[src/rtl/serial_word_pkg.sv]
// Shared types and constants for the serial word transmit/receive datapath.
package serial_word_pkg;

    localparam int SERIAL_WORD_WIDTH_DEF = 6;

    typedef enum logic [1:0] {
        IDLE   = 2'd0,
        SHIFT  = 2'd1,
        PARITY = 2'd2
    } rx_state_t;

endpackage

[src/rtl/serial_bit_counter.sv]
// Frame bit counter: loads 1 on frame start, counts accepted bits, and flags
// the increment that brings the count to WIDTH.
module serial_bit_counter
    import serial_word_pkg::*;
#(
    parameter int WIDTH = SERIAL_WORD_WIDTH_DEF,
    localparam int CW   = $clog2(WIDTH + 1)
) (
    input  logic clk,
    input  logic reset,
    input  logic clr_i,
    input  logic inc_i,
    output logic done_o
);

    logic [CW-1:0] cnt_q, cnt_d;

    always_comb begin
        cnt_d = cnt_q;
        if (clr_i) begin
            cnt_d = CW'(1);
        end else if (inc_i) begin
            cnt_d = cnt_q + CW'(1);
        end
    end

    always_ff @(posedge clk or posedge reset) begin
        if (reset) begin
            cnt_q <= '0;
        end else begin
            cnt_q <= cnt_d;
        end
    end

    // Terminal count is reached on the edge that takes the count to WIDTH.
    assign done_o = inc_i & ~clr_i & (cnt_q == CW'(WIDTH - 1));

endmodule

[src/rtl/serial_word_receiver.sv]
// MSB-first serial-to-parallel word receiver with valid/ready output and sticky
// overrun. Define SERIAL_WORD_RECEIVER_PARITY_EN to add a trailing even-parity bit.
module serial_word_receiver
    import serial_word_pkg::*;
#(
    parameter int WIDTH = SERIAL_WORD_WIDTH_DEF
) (
    input  logic             clk,
    input  logic             reset,
    input  logic             sin,
    input  logic             sin_en,
    input  logic             start,
    output logic [WIDTH-1:0] data_out,
    output logic             valid,
    input  logic             ready,
    output logic             overrun,
    output logic             parity_err
);

    rx_state_t        state_q, state_d;
    logic [WIDTH-1:0] shreg_q, shreg_d;
    logic [WIDTH-1:0] data_q, data_d;
    logic             valid_q, valid_d;
    logic             overrun_q, overrun_d;
    logic             commit;
    logic [WIDTH-1:0] word;
    logic             cnt_clr, cnt_inc, cnt_done;
`ifdef SERIAL_WORD_RECEIVER_PARITY_EN
    logic             perr_q, perr_d;
    logic             word_perr;
`endif

    assign cnt_clr = sin_en & start;
    assign cnt_inc = sin_en & ~start & (state_q == SHIFT);

    serial_bit_counter #(.WIDTH(WIDTH)) u_cnt (
        .clk    (clk),
        .reset  (reset),
        .clr_i  (cnt_clr),
        .inc_i  (cnt_inc),
        .done_o (cnt_done)
    );

    always_comb begin
        state_d   = state_q;
        shreg_d   = shreg_q;
        data_d    = data_q;
        valid_d   = valid_q;
        overrun_d = overrun_q;
        commit    = 1'b0;
        word      = shreg_q;
`ifdef SERIAL_WORD_RECEIVER_PARITY_EN
        perr_d    = perr_q;
        word_perr = 1'b0;
`endif

        if (valid_q && ready) begin
            valid_d = 1'b0;
        end

        if (sin_en) begin
            if (start) begin
                // A start always wins: any partial frame is silently dropped.
                shreg_d    = '0;
                shreg_d[0] = sin;
                state_d    = SHIFT;
            end else begin
                case (state_q)
                    SHIFT: begin
                        shreg_d = {shreg_q[WIDTH-2:0], sin};
                        if (cnt_done) begin
`ifdef SERIAL_WORD_RECEIVER_PARITY_EN
                            state_d = PARITY;
`else
                            state_d = IDLE;
                            commit  = 1'b1;
                            word    = shreg_d;
`endif
                        end
                    end
`ifdef SERIAL_WORD_RECEIVER_PARITY_EN
                    PARITY: begin
                        state_d   = IDLE;
                        commit    = 1'b1;
                        word_perr = ^{shreg_q, sin};
                    end
`endif
                    default: ;
                endcase
            end
        end

        if (commit) begin
            if (!valid_q || ready) begin
                data_d  = word;
                valid_d = 1'b1;
`ifdef SERIAL_WORD_RECEIVER_PARITY_EN
                perr_d  = word_perr;
`endif
            end else begin
                overrun_d = 1'b1;
            end
        end
    end

    always_ff @(posedge clk or posedge reset) begin
        if (reset) begin
            state_q   <= IDLE;
            shreg_q   <= '0;
            data_q    <= '0;
            valid_q   <= 1'b0;
            overrun_q <= 1'b0;
`ifdef SERIAL_WORD_RECEIVER_PARITY_EN
            perr_q    <= 1'b0;
`endif
        end else begin
            state_q   <= state_d;
            shreg_q   <= shreg_d;
            data_q    <= data_d;
            valid_q   <= valid_d;
            overrun_q <= overrun_d;
`ifdef SERIAL_WORD_RECEIVER_PARITY_EN
            perr_q    <= perr_d;
`endif
        end
    end

    assign data_out = data_q;
    assign valid    = valid_q;
    assign overrun  = overrun_q;
`ifdef SERIAL_WORD_RECEIVER_PARITY_EN
    assign parity_err = perr_q;
`else
    assign parity_err = 1'b0;
`endif

endmodule

[config.mk]
export PLATFORM = sky130hd
export DESIGN_NAME = serial_word_receiver
export DESIGN_NICKNAME = d
export VERILOG_FILES = /design/src/rtl/serial_word_pkg.sv /design/src/rtl/serial_bit_counter.sv /design/src/rtl/serial_word_receiver.sv
export SDC_FILE = /design/constraint.sdc
export NUM_CORES = 1
export LEC_CHECK = 0
export CAP_MARGIN = 20
export CORE_ASPECT_RATIO = 0.75
export CORE_UTILIZATION = 30
export CTS_CLUSTER_SIZE = 12
export DETAILED_ROUTE_END_ITERATION = 8
export MAX_ROUTING_LAYER = met4
export PLACE_DENSITY = 0.53
export SYNTH_ARGS = -nofsm -noshare
export SYNTH_HDL_FRONTEND = slang
export SYNTH_SLANG_ARGS = --single-unit
[constraint.sdc]
create_clock -name clk -period 3.9 [get_ports clk]
set_input_delay 1.17 -clock clk [delete_from_list [all_inputs] [get_ports clk]]
set_output_delay 1.17 -clock clk [all_outputs]
set_load 0.1 [all_outputs]
==> results of run 1 <==
[placed cells by master (no fill, tap or decap), drive strengths merged]
cell,netlist,routed
dfrtp,17,17
clkdlybuf4s50,0,13
mux2,7,7
nand2,5,5
inv,5,5
o21ai,4,4
a22o,3,3
clkbuf,0,3
nor2,2,2
a21oi,2,2
ha,2,2
nand3b,1,1
nor2b,1,1
nor3,1,1
nand4,1,1
a41o,1,1
o21bai,1,1
and3,1,1
o22ai,1,1
nand3,1,1
a2bb2oi,1,1
o2bb2ai,1,1
conb,1,1
clkinv,0,1
[per-stage QoR]
stage	hold slack (ns)	worst slack [ns]
after floorplan	0.460	1.68
after global placement	0.468	1.06
after detailed placement	0.463	1.01
after CTS	0.486	0.912
after global routing	0.501	0.875
final	0.477	0.938
[cells by family (layout without fill, tap and decap cells)]
logic type                 Yosys count  after routing  synth area share (%)
buffers and inverters                9             22                  6.22
AOI/OAI and AO/OA                   14             14                  12.8
other                                1              1                 0.491
adders and majority gates            2              2                  3.27
and+or+nand+nor                     13             13                  11.3
muxes                                7              7                  10.3
DFF                                 17             17                  55.6
[worst max-delay path by stage]
stage	start	to	slack, ns
final	data_out[1]	data_out[1]	0.94
after global routing	data_out[1]	data_out[1]	0.87
after CTS	data_out[1]	data_out[1]	0.91
after detailed placement	sin_en	data_out[1]	1.01
after global placement	sin_en	data_out[0]	1.06
after floorplan	start	data_out[0]	1.68
[state kept, by name, indices dropped and copies added (netlist names)]
signal,cells
shreg_q,5
u_cnt.cnt_q,3
state_q,1
valid,1
overrun,1
data_out,6
[per-layer routing]
metal	track usage (%)	routed length [µm]
met2	18.0	614
met4	4.19	11
met1	15.1	611
met5	-	0
met3	5.97	67
[cells in the mapped netlist]
cell	n
a21oi_1	2
a22o_1	3
a2bb2oi_1	1
a41o_1	1
and3_1	1
buf_2	2
buf_4	1
buf_6	1
conb_1	1
dfrtp_1	17
ha_1	2
inv_1	5
mux2_2	7
nand2_1	5
nand3_1	1
nand3b_4	1
nand4_1	1
nor2_1	2
nor2b_1	1
nor3_4	1
o21ai_0	3
o21ai_1	1
o21bai_1	1
o22ai_1	1
o2bb2ai_1	1
[power by group through the flow]
stage | Clock, mW | Combinational [mW] | Sequential (mW)
floorplan | 0 | 0.0899 | 0.367
global placement | 0 | 0.256 | 0.257
detailed placement | 0 | 0.258 | 0.258
CTS | 0.0996 | 0.259 | 0.254
global route | 0.105 | 0.271 | 0.261
finish | 0.0937 | 0.256 | 0.254
[final cells by class]
type	instances	share of cell area, %
flip-flops and latches	17	45.5
multi-input cells	37	31.1
repair buffers	13	13.9
well taps	34	4.55
clock buffers	3	2.41
inverters	5	2.01
clock inverters	1	0.535
==> run_results.csv, run 1 <==
group,metric,value,unit
run_status,status,"complete, no violations",
critical_path,r2r_setup_slack,2.36,ns
timing,rsz0062_at_grt,"no",
cts,cts_buffers,3,
place,gp_congestion,0.715,
timing,fmax,338,MHz
logic_synthesis,yosysUniqueCellTypes,25,
timing,setup_tns,0,ns
timing,slew_viol_final,0,
timing,clock-skew-final,0.00877,ns
global_routing,antenna_found_initial,0,
critical_path,r2r_cells,5,
min_path,min_from,"overrun",
detailed_routing,wl,1.31,mm
global_routing,grt_pass1_vias,494,
timing,fin_crit,2.96,ns
layout,n_antenna_cell,0,
power_and_ir_drop,peakVddDrop,246,µV
global_routing,overflow,0,
critical_path,worstPathCellList,"clkdlybuf4s50_1",
power_and_ir_drop,clock_power_share,15.5,%
cts,clkTransAtPathRegs,0.09,ns
floorplanning,start_util,32.6,%
detailed_routing,ant_nets,0,
flow_run,maxCapViolations,0,
floorplanning,pin_count,15,
logic_synthesis,avgSynthCellArea,12.1,µm²
critical_path,crit_path_max_fanout,2,
global_routing,grt_pass1_wl,2.27,mm
layout,fin_util,39.9,%
critical_path,cp_slowest_cell,"clkdlybuf4s50_1",
cts,cts_max_path_buffers,2,
detailed_routing,first_iter_violations,5,
critical_path,cp_slowest_stage_delay,1.14,ns
critical_path,cp.arrival,1.79,ns
timing,worstMarginPinSlew,0.968,ns
power_and_ir_drop,p_seq_share,42.0,%
critical_path,path_class,"reg2out",
detailed_routing,drtPass1Iterations,2,
power_and_ir_drop,power_density,645,nW/µm²
critical_path,r2r-end,"data_out[1]",
layout,area_growth,22.4,%
min_path,hold_depth,1,
critical_path,start_kind,"flip-flop",
logic_synthesis,synth-seq-area-share,55.6,%
floorplanning,die_area,2760,µm²
cts,clk_latency,0.29,ns
logic_synthesis,synthesis.area,764,µm²
detailed_routing,drt-wirelength-per-cell,11.9,µm
place,dpl_cell_area,908,µm²
logic_synthesis,yosys-top-cells-area,"dfrtp_1 (56%), mux2_2 (10%), a22o_1 (3.4%)",
cts,postCtsHoldBufs,0,
layout,drive_gt1_share,17.1,%
logic_synthesis,synth_warnings,0,
global_routing,grt_max_degree,18,
logic_synthesis,netlist.area_leader.share,55.6,%
timing,maxSlewHeadroom,35.3,%
power_and_ir_drop,switching_share,45.2,%
logic_synthesis,synth.net_count,71,
layout,stdcell_count,110,
cts,cts_tree,"yes",
floorplanning,rows,15,
cts,cts_root_buf,"clkbuf_4",
layout,final-seq-area,425,µm²
power_and_ir_drop,finalPower,0.604,mW
cts,clock_sinks,17,
critical_path,critPathBufInv,1,
layout,fillCellCount,243,
power_and_ir_drop,p_sw,0.273,mW
floorplanning,core_area,2350,µm²
power_and_ir_drop,leakagePower,0.444,nW
global_routing,grtUsageTotal,12.4,%
critical_path,rr_startpoint,"u_cnt.cnt_q[1]",
place,post-dp-hpwl,973,µm
power_and_ir_drop,pwr-share-comb,42.5,%
layout,multiInputGateArea,292,µm²
min_path,holdPathEnd,"overrun",
floorplanning,die_w,60.3,µm
cts,h-tree-depth,1,
floorplanning,die_y,45.7,µm
timing,finalSetupViolCount,0,
detailed_routing,routed_via_density,4.57,
logic_synthesis,synthCells,63,
timing,hold_violations,0,
critical_path,crit_required,2.73,ns
place,post-place-cells,106,
critical_path,cp-end-kind,"primary output",
logic_synthesis,ys_seq_elements,17,
layout,final_area,936,µm²
power_and_ir_drop,internal_power,0.331,mW
detailed_routing,vias,503,
cts,post_cts_buffers,0,
logic_synthesis,netlist.top_cell.by_area,"dfrtp_1",
timing,min_period_over_period,75.9,%
place,portBuffers,13,
detailed_routing,drc,0,
cts,cts_resized,0,
min_path,hold_path.class,"reg2reg",
layout,layout.nets,85,
critical_path,crit_family,"buffers and inverters",
critical_path,crit_cells,1,
Note: power is estimated with default switching activity, not from simulation.
==> inputs of run 2 (changes only) <==
--- a/config.mk
+++ b/config.mk
@@ -11,7 +11,7 @@
 export CTS_CLUSTER_SIZE = 12
 export DETAILED_ROUTE_END_ITERATION = 8
 export MAX_ROUTING_LAYER = met4
-export PLACE_DENSITY = 0.53
+export PLACE_DENSITY = 0.55
 export SYNTH_ARGS = -nofsm -noshare
 export SYNTH_HDL_FRONTEND = slang
 export SYNTH_SLANG_ARGS = --single-unit
==> constraint.sdc (replaced) <==
create_clock -name clk -period 2.4 [get_ports clk]
set_input_delay 0.72 -clock clk [delete_from_list [all_inputs] [get_ports clk]]
set_output_delay 0.72 -clock clk [all_outputs]
set_load 0.1 [all_outputs]
==> run_results.csv, run 2 (same netlist as run 1, synthesis figures left out) <==
group,metric,value,unit
floorplanning,pin_count,15,
critical_path,cp-end-kind,"flip-flop",
cts,cts_root_buf,"clkbuf_4",
critical_path,r2r-end,"data_out[3]",
floorplanning,die_y,45.7,µm
flow_run,maxCapViolations,0,
cts,cts_resized,0,
layout,stdcell_count,113,
place,post-place-cells,109,
global_routing,grt_pass1_wl,2.10,mm
layout,area_growth,22.6,%
layout,multiInputGateArea,292,µm²
detailed_routing,vias,499,
floorplanning,rows,15,
critical_path,crit_required,2.58,ns
detailed_routing,first_iter_violations,14,
cts,cts_tree,"yes",
critical_path,critical_path.endpoint,"data_out[3]",
timing,fmax,522,MHz
cts,clk_latency,0.29,ns
place,post-dp-hpwl,976,µm
layout,final_cell_mix,"dfrtp_1 (17), buf_4 (11), mux2_2 (7)",
timing,maxSlewHeadroom,57.9,%
critical_path,start_kind,"primary input",
global_routing,overflow,0,
power_and_ir_drop,peakVddDrop,342,µV
detailed_routing,drtPass1Iterations,4,
critical_path,setup.worst_path.start,"sin_en",
layout,layout.nets,88,
critical_path,rr_startpoint,"u_cnt.cnt_q[1]",
power_and_ir_drop,leakagePower,0.472,nW
detailed_routing,drc,0,
timing,hold_violations,0,
detailed_routing,wl,1.28,mm
place,dpl_cell_area,911,µm²
detailed_routing,routed_via_density,4.42,
global_routing,grtUsageTotal,11.4,%
layout,n_antenna_cell,0,
critical_path,path_class,"in2reg",
place,dp_slack,0.164,ns
place,portBuffers,13,
layout,layout_commonest_cell,"dfrtp_1",
layout,largest_reg_flops,6,
floorplanning,die_w,60.3,µm
cts,cts_buffers,3,
timing,setup_tns,0,ns
timing,fin_crit,1.91,ns
floorplanning,start_util,32.6,%
critical_path,r2r_setup_slack,0.88,ns
layout,final_area,937,µm²
critical_path,cp.arrival,2.09,ns
min_path,hold_path.class,"reg2reg",
timing,clock-skew-final,0.00457,ns
timing,worst_slack,0.486,ns
floorplanning,die_area,2760,µm²
layout,final-seq-area,425,µm²
detailed_routing,drt-wirelength-per-cell,11.3,µm
cts,clkTransAtPathRegs,0.09,ns
layout,drive_gt1_share,29.1,%
timing,rsz0062_at_grt,"no",
cts,post_cts_buffers,0,
cts,h-tree-depth,1,
layout,fin_util,39.9,%
cts,cts_max_path_buffers,2,
critical_path,r2r_cells,5,
detailed_routing,ant_nets,0,
timing,finalSetupViolCount,0,
global_routing,antenna_found_initial,0,
global_routing,grt_pass1_vias,456,
timing,worstMarginPinSlew,0.631,ns
cts,clock_sinks,17,
place,gp_congestion,0.735,
timing,min_period_over_period,79.8,%
run_status,status,"complete, no violations",
cts,postCtsHoldBufs,0,
floorplanning,core_area,2350,µm²
layout,fillCellCount,231,
global_routing,grt_max_degree,18,
timing,slew_viol_final,0,
power_and_ir_drop,power_density,1040,nW/µm²
critical_path,crit_path_max_fanout,6,
-- run 2: cell types whose count changed in the layout (fill, tap and decap cells not counted), sizes merged --
cell           before  now
clkdlybuf4s50      13    5
clkbuf              3    4
clkinv              1    0
buf                 0   11
-- run 2: how the worst min path moves through the flow --
stage	startpoint	to	slack, ns	depth (start not counted)
finish	overrun	overrun	0.50	1
global route	overrun	overrun	0.52	1
CTS	overrun	overrun	0.51	1
detailed placement	overrun	overrun	0.47	1
global placement	overrun	overrun	0.47	1
floorplan	shreg_q[4]	shreg_q[4]	0.46	1
-- run 2: worst max-delay path, stage by stage --
cell and delay, ns:
clkdlybuf4s50_1 0.52, nand3b_4 0.12, nor3_4 0.35, mux2_2 0.37
-- run 2: per-layer routing --
| layer | vias up | GRT usage [%] | routed length, µm |
|---|---|---|---|
| li1 | 248 | - | - |
| met1 | 239 | 14.9 | 637 |
| met2 | 12 | 16.0 | 567 |
| met3 | 0 | 5.97 | 75 |
| met4 | 0 | 1.40 | 0 |
| met5 | - | - | 0 |
-- run 2: stage by stage --
stage | hold WS, ns | power, mW
floorplan | 0.460 | 0.742
global placement | 0.472 | 0.829
detailed placement | 0.465 | 0.832
CTS | 0.514 | 0.982
global route | 0.517 | 1.03
finish | 0.503 | 0.971
-- run 2: report_power, final --
part / internal, mW / switching, mW / leakage [nW]
logic: 0.117 / 0.295 / 0.234
clock network: 0.0646 / 0.0841 / 0.0150
registers: 0.353 / 0.0576 / 0.223
total: 0.534 / 0.437 / 0.472
-- run 2: area by class of cell --
cell class / count / share of cell area (%)
Multi-Input combinational cell: 37 / 31.1
Timing Repair Buffer: 16 / 14.2
Tap cell: 34 / 4.54
Clock buffer: 4 / 2.80
Sequential cell: 17 / 45.4
Inverter: 5 / 2.00
==> inputs of run 3 (changes only) <==
==> constraint.sdc (replaced) <==
create_clock -name clk -period 1.67 [get_ports clk]
set_input_delay 0.501 -clock clk [delete_from_list [all_inputs] [get_ports clk]]
set_output_delay 0.501 -clock clk [all_outputs]
set_load 0.1 [all_outputs]
==> run_results.csv, run 3 (same netlist as run 1, synthesis figures left out) <==
group,metric,value,unit
run_status,status,"complete, no violations",
detailed_routing,routed_via_density,4.51,
floorplanning,core_area,2350,µm²
layout,n_antenna_cell,0,
timing,hold_violations,0,
critical_path,crit_required,1.86,ns
layout,area_growth,39.8,%
cts,post_cts_buffers,0,
critical_path,path_class,"in2reg",
critical_path,cp_slowest_stage_delay,0.52,ns
place,gp_congestion,0.758,
power_and_ir_drop,leakagePower,0.511,nW
critical_path,crit_path_max_fanout,6,
cts,clkTransAtPathRegs,0.10,ns
global_routing,grt_pass1_vias,525,
layout,stdcell_count,116,
detailed_routing,vias,523,
detailed_routing,drtPass1Iterations,3,
critical_path,start_kind,"primary input",
floorplanning,die_w,60.3,µm
flow_run,maxCapViolations,0,
layout,final_cell_mix,"dfrtp_1 (16), buf_12 (8), mux2_2 (6), buf_4 (6)",
floorplanning,die_area,2760,µm²
critical_path,cp_slowest_cell,"clkdlybuf4s50_1",
cts,postCtsHoldBufs,0,
global_routing,grtUsageTotal,13.5,%
layout,layout_commonest_cell,"dfrtp_1",
cts,clk_latency,0.29,ns
layout,final_area,1070,µm²
floorplanning,rows,15,
cts,clock_sinks,17,
power_and_ir_drop,finalPower,1.54,mW
cts,h-tree-depth,1,
timing,holdWs,0.502,ns
detailed_routing,drc,0,
cts,cts_tree,"yes",
power_and_ir_drop,peakVddDrop,808,µV
detailed_routing,first_iter_violations,13,
detailed_routing,wl,1.38,mm
layout,layout.nets,91,
critical_path,cp.arrival,1.79,ns
min_path,hold_path.class,"in2async",
detailed_routing,ant_nets,0,
place,post-place-cells,112,
detailed_routing,drt-wirelength-per-cell,11.9,µm
cts,cts_root_buf,"clkbuf_4",
layout,fin_util,45.5,%
cts,cts_buffers,3,
global_routing,antenna_found_initial,0,
floorplanning,start_util,32.6,%
timing,min_period_over_period,96.0,%
global_routing,grt_max_degree,18,
layout,drive_gt1_share,35.4,%
timing,clock-skew-final,0.0112,ns
floorplanning,die_y,45.7,µm
critical_path,cp-end-kind,"flip-flop",
place,portBuffers,13,
global_routing,overflow,0,
timing,slew_viol_final,0,
layout,largest_reg_flops,6,
timing,rsz0062_at_grt,"no",
place,post-dp-hpwl,1.07,mm
power_and_ir_drop,power_density,1440,nW/µm²
critical_path,worstPathCellList,"clkdlybuf4s50_1 > nand3b_4 > nor3_4 > mux2_2",
critical_path,crit_family,"buffers and inverters",
cts,cts_max_path_buffers,2,
global_routing,grt_pass1_wl,2.50,mm
place,dpl_cell_area,1030,µm²
timing,finalSetupViolCount,0,
timing,fmax,624,MHz
floorplanning,pin_count,15,
timing,fin_crit,1.60,ns
critical_path,critPathBufInv,1,
[run 3: worst reg2reg max path, stage by stage (launching register included)]
cell and delay, ns:
dfrtp_1 0.41, inv_1 0.06, ha_2 0.18, nand2_1 0.10, nor3_4 0.35, mux2_2 0.38
[run 3: timing repair]
action | 4_1_cts | 5_1_grt
gates resized for setup | 0 | 2
setup endpoints to repair | 1 | 4
pin swaps | 1 | 0
gates cloned | 0 | 0
[run 3: routing by layer]
metal | routed length [µm] | track usage, % | part of all wire (%)
met1 | 709 | 16.8 | 51
met5 | 0 | - | 0
met2 | 594 | 19.6 | 43
met4 | 10 | 4.19 | 0.72
met3 | 65 | 5.97 | 4.7
[run 3: layout make-up]
class	instances	area, µm²
well taps	34	42.5
repair buffers	19	255
clock buffers	3	22.5
fillers	220	1280
flip-flops and latches	17	427
clock inverters	1	5.00
inverters	5	18.8
multi-input cells	37	298
[run 3: report_power, final]
| group | internal [mW] | leakage (nW) | switching, mW |
|---|---|---|---|
| Combinational | 0.281 | 0.272 | 0.427 |
| Sequential | 0.508 | 0.221 | 0.111 |
| Clock | 0.0890 | 0.0177 | 0.127 |
| Total | 0.879 | 0.511 | 0.664 |
[run 3: worst paths after layout]
kind	start	to	slack [ns]	cells after the start
worst max-delay path	sin_en	data_out[1]	0.07	4
min in group clk	shreg_q[4]	shreg_q[4]	0.51	1
worst min-delay path	reset	data_out[1]	0.50	3
worst min register to register	shreg_q[4]	shreg_q[4]	0.51	1
max in group asynchronous	reset	valid	0.96	3
worst max register to register	u_cnt.cnt_q[1]	data_out[1]	0.10	5
[run 3: stage by stage]
step	setup TNS [ns]	setup WS, ns
final	0	0.0674
after global routing	0	0.00466
after CTS	0	0.0575
after detailed placement	-2.29	-0.319
after global placement	-2.09	-0.304
after floorplan	0	0.0806
